## src/rtl/rata_pkg.sv

```systemverilog
// -----------------------------------------------------------------------------
// rata_pkg
//   Shared definitions for the RATA_B LMT sequencer: default data/address
//   widths, the LMT word address, the read timeout and the FSM state encoding.
// -----------------------------------------------------------------------------
package rata_pkg;

    localparam int         RATA_TW       = 32;
    localparam int         RATA_AW       = 8;
    localparam logic [7:0] RATA_LMT_ADDR = 8'h00;
    localparam int         RATA_TIMEOUT  = 15;

    typedef enum logic [2:0] {
        ST_IDLE  = 3'd0,
        ST_WR    = 3'd1,
        ST_RD    = 3'd2,
        ST_RWAIT = 3'd3,
        ST_RESP  = 3'd4,
        ST_HALT  = 3'd5
    } rata_seq_state_t;

endpackage

```

## src/rtl/rata_ts_counter.sv

```systemverilog
// -----------------------------------------------------------------------------
// rata_ts_counter
//   Free-running TW-bit timestamp. Increments every cycle and wraps from
//   2^TW-1 to 0. Only rst_n clears it.
// Ports
//   clk    in  1   clock
//   rst_n  in  1   asynchronous active-low reset
//   ts     out TW  current timestamp
// -----------------------------------------------------------------------------
module rata_ts_counter #(
    parameter int TW = 32
) (
    input  logic          clk,
    input  logic          rst_n,
    output logic [TW-1:0] ts
);

    always_ff @(posedge clk or negedge rst_n) begin
        if (!rst_n) ts <= '0;
        else        ts <= ts + TW'(1);
    end

endmodule

```

## src/rtl/rata_lmt_sequencer.sv

```systemverilog
// -----------------------------------------------------------------------------
// rata_lmt_sequencer
//   Serialises every access to the LMT word for the RATA_B monitor. A rising
//   edge on up_lmt stamps the current timestamp into LMT memory; a verifier
//   attestation request reads LMT back and returns it with att_ack. While
//   rata_reset is high all memory traffic stops and in-flight work is dropped.
// Ports
//   clk, rst_n             clock, asynchronous active-low reset
//   up_lmt                 LMT update request (rising edge)
//   rata_reset             monitor reset level, aborts and holds the sequencer
//   att_req/att_ack        verifier request level / one-cycle response strobe
//   att_lmt/att_err/att_stale  response data and qualifiers
//   mem_req/we/addr/wdata  single-port memory request, held until mem_gnt
//   mem_gnt/rvalid/rdata   memory grant and read return
//   ts                     free-running timestamp
//   busy                   sequencer not idle
// -----------------------------------------------------------------------------
module rata_lmt_sequencer
    import rata_pkg::*;
#(
    parameter int          TW       = RATA_TW,
    parameter int          AW       = RATA_AW,
    parameter logic [AW-1:0] LMT_ADDR = AW'(RATA_LMT_ADDR),
    parameter int          TIMEOUT  = RATA_TIMEOUT
) (
    input  logic          clk,
    input  logic          rst_n,
    input  logic          up_lmt,
    input  logic          rata_reset,
    input  logic          att_req,
    output logic          att_ack,
    output logic [TW-1:0] att_lmt,
    output logic          att_err,
    output logic          att_stale,
    output logic          mem_req,
    output logic          mem_we,
    output logic [AW-1:0] mem_addr,
    output logic [TW-1:0] mem_wdata,
    input  logic          mem_gnt,
    input  logic          mem_rvalid,
    input  logic [TW-1:0] mem_rdata,
    output logic [TW-1:0] ts,
    output logic          busy
);

    localparam int CW = $clog2(TIMEOUT + 1);

    rata_seq_state_t state, state_nxt;
    logic            up_lmt_q;
    logic            upd_pend;
    logic [TW-1:0]   stamp;
    logic [CW-1:0]   tcnt;
    logic            lmt_edge;
    logic            rd_timeout;

    rata_ts_counter #(.TW(TW)) u_ts (
        .clk   (clk),
        .rst_n (rst_n),
        .ts    (ts)
    );

    assign lmt_edge   = up_lmt & ~up_lmt_q;
    assign rd_timeout = (tcnt == CW'(TIMEOUT - 1));

    always_ff @(posedge clk or negedge rst_n) begin
        if (!rst_n) state <= ST_IDLE;
        else        state <= state_nxt;
    end

    always_comb begin
        state_nxt = state;
        unique case (state)
            // An edge seen this cycle becomes upd_pend next cycle; holding off
            // the read for that one cycle keeps a simultaneous update ahead.
            ST_IDLE:  if (upd_pend)                    state_nxt = ST_WR;
                      else if (att_req && !lmt_edge)   state_nxt = ST_RD;
            ST_WR:    if (mem_gnt)                     state_nxt = ST_IDLE;
            ST_RD:    if (mem_gnt)                     state_nxt = ST_RWAIT;
            ST_RWAIT: if (mem_rvalid || rd_timeout)    state_nxt = ST_RESP;
            ST_RESP:                                   state_nxt = ST_IDLE;
            ST_HALT:  if (!rata_reset)                 state_nxt = ST_IDLE;
            default:                                   state_nxt = ST_IDLE;
        endcase
        if (rata_reset) state_nxt = ST_HALT;
    end

    assign mem_req   = (state == ST_WR) || (state == ST_RD);
    assign mem_we    = (state == ST_WR);
    assign mem_addr  = mem_req ? LMT_ADDR : '0;
    assign mem_wdata = (state == ST_WR) ? stamp : '0;
    assign att_ack   = (state == ST_RESP);
    assign att_stale = (state == ST_RESP) && upd_pend;
    assign busy      = (state != ST_IDLE);

    // Edge history keeps tracking during HALT so a level held across the
    // halt is not mistaken for a fresh request on exit.
    always_ff @(posedge clk or negedge rst_n) begin
        if (!rst_n) up_lmt_q <= 1'b0;
        else        up_lmt_q <= up_lmt;
    end

    // Pending writes coalesce: the newest edge owns the stamp, and an edge in
    // the grant cycle keeps the request alive for another write.
    always_ff @(posedge clk or negedge rst_n) begin
        if (!rst_n) begin
            upd_pend <= 1'b0;
            stamp    <= '0;
        end else if (state == ST_HALT) begin
            upd_pend <= 1'b0;
        end else if (lmt_edge) begin
            upd_pend <= 1'b1;
            stamp    <= ts;
        end else if (state == ST_WR && mem_gnt) begin
            upd_pend <= 1'b0;
        end
    end

    always_ff @(posedge clk or negedge rst_n) begin
        if (!rst_n)                              tcnt <= '0;
        else if (state == ST_RD && mem_gnt)      tcnt <= '0;
        else if (state == ST_RWAIT && !mem_rvalid && !rd_timeout)
                                                 tcnt <= tcnt + CW'(1);
    end

    // A read aborted by rata_reset never updates the response registers.
    always_ff @(posedge clk or negedge rst_n) begin
        if (!rst_n) begin
            att_lmt <= '0;
            att_err <= 1'b0;
        end else if (state == ST_RWAIT && !rata_reset) begin
            if (mem_rvalid) begin
                att_lmt <= mem_rdata;
                att_err <= 1'b0;
            end else if (rd_timeout) begin
                att_lmt <= '0;
                att_err <= 1'b1;
            end
        end
    end

endmodule
```

## config.mk

```make
export PLATFORM = sky130hd
export DESIGN_NAME = rata_lmt_sequencer
export DESIGN_NICKNAME = d
export VERILOG_FILES = /design/src/rtl/rata_pkg.sv /design/src/rtl/rata_ts_counter.sv /design/src/rtl/rata_lmt_sequencer.sv
export SDC_FILE = /design/constraint.sdc
export NUM_CORES = 1
export LEC_CHECK = 0
export ABC_AREA = 1
export BUFFER_PORTS_ARGS = -buffer_cell sky130_fd_sc_hd__buf_2
export CAP_MARGIN = 20
export CORE_UTILIZATION = 30
export DETAILED_ROUTE_END_ITERATION = 10
export PLACE_DENSITY = 0.48
export SETUP_SLACK_MARGIN = 0.15
export SYNTH_ARGS = -nofsm -noshare
export SYNTH_HDL_FRONTEND = slang
export SYNTH_SLANG_ARGS = --single-unit
```

## constraint.sdc

```tcl
create_clock -name clk -period 2.85 [get_ports clk]
set_input_delay 0.1425 -clock clk [delete_from_list [all_inputs] [get_ports clk]]
set_output_delay 0.1425 -clock clk [all_outputs]
set_load 0.01 [all_outputs]
```

# --- Word level (Yosys, flattened, before mapping) ---
# Index checks and enable logic that the tools add are counted.
totals:
  ff_bits: 106
  latch_bits: 0
  mem_bits_rw: 0
  mem_bits_ro: 0
  inputBits: 39
  out_inout_bits: 110
  word_cells: 61
  mem_count: 0
op_classes:
  n_addsub: 2
  multipliers: 0
  n_div: 0
  n_lt_le_gt_ge: 0
  eq_ne: 10
  shifts: 0
  mux: 17
  n_bitwise: 3
  n_reduce_logical: 21
ops:
  columns: ["op", "count"]
  rows:
  - ["$mux 32", 3]
  - ["$add 32x1->32 const B", 1]
  - ["$mux 3", 6]
  - ["$pmux 3 s4", 1]
  - ["$mux 4", 2]
  - ["$logic_and 1x1->1", 7]
  - ["$eq 3x2->1 const B", 2]
  - ["$eq 3x3->1 const B", 2]
  - ["$ne 3x3->1 const B", 2]
  - ["$reduce_bool 3->1", 2]
  - ["$mux 1", 5]
  - ["$add 4x1->4 const B", 1]
  - ["$eq 4x4->1 const B", 1]
  - ["$logic_not 1->1", 4]
  - ["$ne 4x4->1 const B", 1]
  - ["$reduce_and 2->1", 2]
  - ["$reduce_and 4->1", 1]
  - ["$reduce_bool 2->1", 2]
  - ["$eq 3x1->1 const B", 1]
  - ["$logic_not 3->1", 1]
  - ["$ne 3x2->1 const B", 1]
  - ["$logic_or 1x1->1", 2]
  - ["$not 1->1", 2]
  - ["$and 1x1->1", 1]

# --- Longest topological paths before layout ---
# Gate-level depths: netlist (run 1).
depth:
  ltp_word: 8
  mapped_depth: 9
  depth_no_buf: 8

# --- By module ---
# A second synthesis (run 1) with hierarchy kept.
unflattened:
  cells_unflattened: 619
  area_unflattened_um2: 5083.6
modules_own_cells:
  columns: ["module", "n_inst", "cells_per_inst", "area_each_um2"]
  rows:
  - ["rata_lmt_sequencer", 1, 398, 3295.7]
  - ["rata_ts_counter", 1, 221, 1788.0]

# --- Worst setup path after synthesis (run 1) ---
# OpenSTA, ideal clock, no wires.
synth_timing:
  path_type: "register -> register"
  startpoint: "reg u_ts.ts[0]"
  endpoint: "reg u_ts.ts[18]"
  arrival_time_ps: 1357
  required_ps: 2728
  slack_ps: 1371
  stages_incl_launch_ff: 8
  path_buffers: 0
  path_cell_list: "dfrtp_1 > ha_1 > nand3_1 > inv_2 > nand2_1 > nor2_4 > nand2_1 > xor2_1"
synth_between:
  elab_chain_len: 1
synth_lines:
  columns: ["element", "line_no", "text"]
  rows:
  - ["from (decl)", "rata_ts_counter.sv:15", "output logic [TW-1:0] ts"]
  - ["from (signal assigned)", "rata_ts_counter.sv:20", "else ts <= ts + TW'(1);"]
  - ["$add 32x1->32", "rata_ts_counter.sv:20", null]
# Every way passes these cells.
# A chain may end at the register's enable or synchronous reset.

# --- Worst setup path in the final report (run 1) ---
layout_timing:
  startpoint: "reg tcnt[0]"
  endpoint: "reg att_lmt[8]"
layout_between:
  elab_chain_len: 3
layout_lines:
  columns: ["element", "line_no", "text"]
  rows:
  - ["from (decl)", "rata_lmt_sequencer.sv:52", "logic [CW-1:0] tcnt;"]
  - ["from (signal assigned)", "rata_lmt_sequencer.sv:122", "tcnt <= tcnt + CW'(1);"]
  - ["$eq 4x4->1", "rata_lmt_sequencer.sv:63", "assign rd_timeout = (tcnt == CW'(TIMEOUT - 1));"]
  - ["$reduce_bool 2->1 (no source line)", null, null]
  - ["$reduce_and 2->1 (no source line)", null, null]
  - ["to (signal assigned)", "rata_lmt_sequencer.sv:132", "att_lmt <= mem_rdata;"]
  - ["to (decl)", "rata_lmt_sequencer.sv:32", "output logic [TW-1:0] att_lmt,"]
# Every way passes these cells.

==> results of run 1 <==
[logic make-up (layout without fill, tap and decap cells)]
family | Yosys count | count (layout)
flops | 106 | 106
fa+ha+maj | 3 | 3
buf+inv | 95 | 265
xor+xnor | 19 | 19
simple gates | 373 | 373
compound gates | 38 | 38
other cells | 1 | 8
[sequential cells by signal (all words and copies together) (netlist names)]
| register | cells |
|---|---|
| att_lmt | 32 |
| stamp | 32 |
| u_ts.ts | 32 |
| tcnt | 4 |
| state | 3 |
| att_err | 1 |
| up_lmt_q | 1 |
| upd_pend | 1 |
[cell usage after synthesis]
cell type and n:
nand2_1 227, dfrtp_1 106, nor2_1 98, inv_1 67, nand3_1 31, o21ai_0 24, xor2_1 17, a21oi_1 12
buf_4 10, buf_6 6, buf_2 5, clkbuf_1 4, nand4_1 4, ha_1 3, nor2_4 3, inv_2 2
nor3_1 2, xnor2_1 2, a211oi_1 1, and2_1 1, and3_1 1, clkbuf_2 1, conb_1 1, nand2_2 1
nand3_2 1, nand3_4 1, nand3b_1 1, nor2_2 1, nor2_8 1, o211ai_1 1
[power groups by stage]
stage                     clock network [W]  registers [W]  logic (W)
after floorplan                           0        0.00178   0.000307
after global placement                    0        0.00176   0.000559
after detailed placement                  0        0.00176   0.000570
after CTS                           0.00145        0.00173   0.000610
after global routing                0.00150        0.00175   0.000670
final                               0.00140        0.00173   0.000598
[area by class of cell]
cell class / count / area [sq um] / area share (%)
inverter: 69 / 259.0 / 3.937
multi-input combinational: 441 / 1958 / 29.76
timing repair buffer: 180 / 1104 / 16.77
clock buffer: 10 / 239.0 / 3.633
clock inverter: 6 / 96.34 / 1.464
sequential: 106 / 2653 / 40.32
tap: 216 / 270.3 / 4.108
[how the worst max path moves through the flow]
stage	startpoint	end	slack [ps]
floorplan	u_ts.ts[0]	u_ts.ts[18]	1370
global placement	tcnt[0]	att_lmt[2]	910
detailed placement	tcnt[0]	att_lmt[8]	820
CTS	tcnt[0]	att_lmt[8]	800
global route	tcnt[0]	att_lmt[8]	630
finish	tcnt[0]	att_lmt[8]	820
[critical path, stage by stage (launching register included)]
cell and delay [ps]:
dfrtp_1 400, inv_1 110, ha_1 150, nand3_1 120, nand2_1 120, nand3_4 350, nor2_8 500, nand2_1 110
nand2_1 90
[layer usage]
layer | vias to the layer above | global-route usage (%)
li1 | 2261 | -
met1 | 2103 | 21.41
met2 | 150 | 27.10
met3 | 16 | 4.090
met4 | 0 | 4.457
met5 | - | 0
[metrics by stage]
stage | hold WS, ps | power (W)
global route | 111.8 | 0.003917
floorplan | -153.1 | 0.002087
finish | 99.39 | 0.003727
global placement | 163.2 | 0.002319
detailed placement | 171.1 | 0.002333
CTS | 84.02 | 0.003790
==> out/qor.yml, run 1 <==
outcome:
  status: "finished clean"
min_path:
  hold_path_class: "input pin to flip-flop"
  min_path_cells: 4
  hp-start: "rata_reset"
  hold_end: "state[1]"
synth:
  synth_area_leaders: "dfrtp_1 53%, nand2_1 17%, nor2_1 7.3%"
  yosysWarningCount: 0
  ys_seq_area_share_pct: 52.78
  synth_area_leader_cell: "dfrtp_1"
  synth_xor_area_share_pct: 3.311
  synth_top_area_share_pct: 52.78
  synth_top_family_by_area: "simple AND/OR/NAND/NOR gates"
  synth_fa_ha_area_share_pct: 0.7468
  syn_inst: 635
  netlist_area_sq_mm: 0.005026
  yosys.cell_types.count: 30
  synth_compound_area_share_pct: 3.883
  synth-seq-cells: 106
  synth-simple-area-share_pct: 30.32
  syn_area_per_cell_sq_um: 7.915
  muxShareOfSynthArea_pct: 0
setup_path:
  worstSetupPathType: "flip-flop to flip-flop"
  setup.worst_path.start_class: "flip-flop"
  r2r_slack_ps: 820
  arrival_ps: 2320
  reg2reg_to: "att_lmt[8]"
  end_kind: "flip-flop"
  r2r_start: "tcnt[0]"
  cp_max_fo: 35
  r2r_cells: 8
  cp.required_ps: 3140
clocking:
  clk_latency_ps: 360
  clockRootBuffer: "clkbuf_16"
  post_cts.repair.setup_buffers: 0
  clk_pin_slew_ps: 70
  cts_resized: 0
  cts_buffer_depth: 2
  cts_tree: "yes"
  h-tree-depth: 3
  cts.sinks: 106
  hold_buffers: 35
  numCtsBuffers: 9
global_route:
  track_usage_pct: 16.46
  antenna_found_initial: 0
  grt_pass1_wl_um: 22480
  grt_max_degree: 65
  overflow: 0
  grt_pass1_vias: 4422
final_layout:
  drive_gt1_share_pct: 21.18
  final_cell_mix: "227 x nand2_1, 139 x buf_2, 106 x dfrtp_1, 98 x nor2_1, 67 x inv_1"
  area_growth_pct: 30.89
  final_util_pct: 40.82
  nNetsFinal: 849
  final_area_sq_mm: 0.006579
  fillers: 1691
  mostFrequentLayoutCell: "nand2_1"
  antenna_cells: 0
  layoutNonFillerInstCount: 1028
detailed_routing:
  vias_per_cell: 4.407
  wl_um: 13740
  met2_length_um: 6447
  top_layer: "met4"
  drt-pass1-iter-count: 4
  wl_met1_um: 6304
  wl_met3_um: 802
  remaining_drc_errors: 0
  vias: 4530
  drtIter0Drc: 280
  postRouteAntennaNets: 0
  wl_per_cell_um: 13.36
timing:
  max_freq_mhz: 492.7
  drv_slew: 0
  rsz0062_at_grt: "false"
  layout_setup_ws_ps: 820.3
  fin_worst_skew_ps: 8.672
  period_needed_ps: 2030
  finalCritPeriodShare_pct: 71.22
  setup_tns_ps: 0
  slew_headroom_pct: 63.28
  hold_viol: 0
  setup_violations: 0
  worst_pin_slew_ps: 550.8
die:
  die_x_um: 131.4
  fp.dieH_um: 131.4
  die_area_sq_mm: 0.01728
  core_area_sq_mm: 0.01612
  ioPinCount: 149
  num_rows: 46
  start_util_pct: 31.19
run:
  drv_cap: 0
placed_design:
  placed_cell_area_sq_mm: 0.005893
  port_buffers: 140
  dpl.cell_count: 977
  detailedPlace.worstSlack_ps: 815.1
  gp_congestion: 0.8758
  hpwl_um: 10060
power_and_ir_drop:
  power_frac_comb_pct: 16.0
  powerDensity_mw_per_mm2: 566.5
  p_seq_share_pct: 46.5
  p_int_w: 0.002696
  switching_share_pct: 27.65
  clkPwrFrac_pct: 37.5
  p_sw_w: 0.001031
  power_leakage_nw: 3.529
  ir_drop_mv: 0.2871
Power figures use the tool's default switching activity.
==> inputs of run 2 (changes only) <==
--- a/config.mk
+++ b/config.mk
@@ -5,12 +5,12 @@
 export SDC_FILE = /design/constraint.sdc
 export NUM_CORES = 1
 export LEC_CHECK = 0
-export ABC_AREA = 1
+export ABC_AREA = 0
 export BUFFER_PORTS_ARGS = -buffer_cell sky130_fd_sc_hd__buf_2
 export CAP_MARGIN = 20
 export CORE_UTILIZATION = 30
 export DETAILED_ROUTE_END_ITERATION = 10
-export PLACE_DENSITY = 0.48
+export PLACE_DENSITY = 0.49
 export SETUP_SLACK_MARGIN = 0.15
 export SYNTH_ARGS = -nofsm -noshare
 export SYNTH_HDL_FRONTEND = slang
==> constraint.sdc (replaced) <==
create_clock -name clk -period 1.9 [get_ports clk]
set_input_delay 0.095 -clock clk [delete_from_list [all_inputs] [get_ports clk]]
set_output_delay 0.095 -clock clk [all_outputs]
set_load 0.01 [all_outputs]
==> run 2 against run 1 <==
Effect of this change: power rose by 39%; synthesized cell count down 40%; combinational power is 32% higher; global-route usage shrank 2.1 points; routed wire length shrank 19%; area after synthesis is 7.0% lower; flip-flop and latch count is the same; die area is 6.9% lower; sequential power rose by 48%; cell count shrank 27%.
==> out/qor.yml, run 2 <==
die:
  ioPinCount: 149
  fp.dieH_um: 126.8
  die_area_sq_mm: 0.01608
  core_area_sq_mm: 0.01520
  start_util_pct: 30.75
  num_rows: 45
  die_x_um: 126.8
min_path:
  min_path_cells: 4
  hold_path_class: "input pin to flip-flop"
  hold_end: "upd_pend"
  hp-start: "mem_gnt"
final_layout:
  nNetsFinal: 602
  final_area_sq_mm: 0.006299
  antenna_cells: 0
  mostFrequentLayoutCell: "buf_2"
  area_growth_pct: 34.74
  fillers: 1456
  final_cell_mix: "139 x buf_2, 104 x dfrtp_1, 35 x dlygate4sd3_1, 34 x and2_1, 32 x a22o_1"
  top_regs: "att_lmt (32), stamp (32), u_ts.ts (32)"
  drive_gt1_share_pct: 38.30
placed_design:
  placed_cell_area_sq_mm: 0.005605
  gp_congestion: 0.7307
  port_buffers: 140
  hpwl_um: 7201
timing:
  setup_violations: 0
  drv_slew: 0
  worst_pin_slew_ps: 529.3
  period_needed_ps: 1659
  rsz0062_at_grt: "true"
  hold_viol: 0
  fin_worst_skew_ps: 7.139
  setup_tns_ps: 0
  finalCritPeriodShare_pct: 87.32
  max_freq_mhz: 602.7
  slew_headroom_pct: 64.64
clocking:
  cts_tree: "yes"
  cts_buffer_depth: 2
  h-tree-depth: 3
  clockRootBuffer: "clkbuf_16"
  clk_latency_ps: 350
  cts.sinks: 106
  clk_pin_slew_ps: 70
  numCtsBuffers: 9
detailed_routing:
  postRouteAntennaNets: 0
  drtIter0Drc: 98
  vias_per_cell: 4.649
  remaining_drc_errors: 0
  vias: 3496
  wl_um: 11090
  wl_per_cell_um: 14.74
  drt-pass1-iter-count: 4
setup_path:
  crit_chain: "inv_1 > ha_1 > a31oi_1 > or3_4 > buf_12 > a22o_1"
  crit_family: "flip-flops"
  reg2reg_to: "att_lmt[13]"
  end_kind: "flip-flop"
  max_stage_delay_ps: 390
  r2r_slack_ps: 240
  cp_max_fo: 33
  r2r_cells: 6
  setup.worst_path.start_class: "flip-flop"
  arrival_ps: 1880
  cp.required_ps: 2120
  worstSetupPathType: "flip-flop to flip-flop"
  critical_path_buf_inv_count: 2
  slowest_stage: "dfrtp_1"
  r2r_start: "tcnt[0]"
power_and_ir_drop:
  ir_drop_mv: 0.5097
  powerDensity_mw_per_mm2: 825.2
  power_leakage_nw: 3.338
outcome:
  status: "finished clean"
global_route:
  antenna_found_initial: 0
  grt_pass1_wl_um: 18110
  top_usage_layer: "met2"
  grt_max_degree: 42
  grt_pass1_vias: 3465
  grt_use_met1_pct: 18.30
  met3_usage_pct: 5.019
  grtUsageMet2_pct: 22.98
  track_usage_pct: 14.40
  overflow: 0
synth:
  synth_top_area_share_pct: 56.75
  synth_area_leaders: "dfrtp_1 57%, mux2_2 6.3%, a22o_1 6.0%"
  ys_seq_area_share_pct: 56.75
  synth_edf_count: 0
  synth_async_sr_flop_share_pct: 100.0
  syn_inst: 382
  yosysWarningCount: 0
  synth_area_leader_cell: "dfrtp_1"
  yosys.cell_types.count: 44
  synth_ff_type: "dfrtp_1"
  netlist_area_sq_mm: 0.004674
  synth-seq-cells: 106
  yosys-top-cells-count: "106 x dfrtp_1, 34 x and2_1, 32 x a22o_1, 26 x mux2_2"
  syn_area_per_cell_sq_um: 12.24
  synth_most_common_cell: "dfrtp_1"
run:
  drv_cap: 0
## run 2: cell types whose count changed in the layout (fill, tap and decap cells not counted), moves of 12 or more
cell,change
a22o_1,+32
and2_1,+33
inv_1,-56
mux2_2,+26
nand2_1,-208
nand3_1,-19
nor2_1,-84
o21ai_0,-18
xnor2_1,+12
## run 2: worst max-delay path by stage
stage	startpoint	end	slack, ps	depth (start not counted)
2_1_floorplan	tcnt[0]	att_lmt[10]	190	7
5_1_grt	state[1]	mem_wdata[12]	140	5
3_5_place_dp	state[1]	stamp[15]	210	4
4_1_cts	state[1]	mem_wdata[29]	160	5
6_report	tcnt[0]	att_lmt[13]	240	6
3_3_place_gp	state[1]	stamp[13]	240	4
## run 2: cells by family after synthesis
logic type,after synthesis,share of synthesized area (%)
AO/OA/AOI/OAI,50,8.110
buffers and inverters,41,5.380
adder cells (fa/ha/maj),3,0.8031
other,1,0.08022
AND/OR/NAND/NOR,121,16.22
XOR/XNOR,33,6.183
multiplexers,27,6.478
flip-flops,106,56.75
## run 2: routing by layer
layer  share of wire (%)  vias up  routed length (um)
met5                   0        -                   0
met1                  45     1713                5023
met4                 1.2        0                 128
met2                  46      122                5131
li1                    -     1653                   -
met3                 7.2        8                 801
## run 2: worst register-to-register path: stages, from the launching register on
cell and delay (ps):
dfrtp_1 390, inv_1 90, ha_1 140, a31oi_1 90, or3_4 380, buf_12 180
a22o_1 260
## run 2: power breakdown
group / leakage [nW] / switching [W] / internal (W)
clock: 0.140 / 0.000801 / 0.00105
sequential: 1.41 / 0.000109 / 0.00245
combinational: 1.79 / 0.000388 / 0.000402
## run 2: stage by stage
stage / hold WS (ps) / setup slack, ps / power, W / instances / utilization [%]
floorplan: -200.6 / 189.1 / 0.002984 / 389 / -
global placement: 88.41 / 237.5 / 0.003312 / 700 / 36.87
detailed placement: 83.47 / 213.2 / 0.003322 / 700 / 36.87
CTS: 100.5 / 162.7 / 0.005303 / 752 / 41.36
global route: 147.9 / 142.0 / 0.005469 / 752 / 41.43
finish: 125.4 / 240.9 / 0.005198 / 752 / 41.43
## run 2: area by class of cell
| cell class | count | area [sq um] | share of cell area (%) |
|---|---|---|---|
| flip-flops and latches | 106 | 2655 | 42.15 |
| multi-input cells | 242 | 1841 | 29.22 |
| repair buffers | 189 | 1229 | 19.51 |
| clock buffers | 10 | 239.0 | 3.794 |
| well taps | 188 | 235.2 | 3.735 |
| clock inverters | 5 | 55.05 | 0.8741 |
| inverters | 12 | 45.04 | 0.7151 |
## run 2: what timing repair did
| item | 4_1_cts | 5_1_grt |
|---|---|---|
| endpoints found under the hold margin | 64 | 0 |
| gates cloned | 1 | 0 |
| endpoints found under the setup margin | 33 | 19 |
| hold buffers | 35 | 0 |
| gates resized for setup | 8 | 3 |
| buffers inserted | 1 | 0 |
| pin swaps | 1 | 1 |
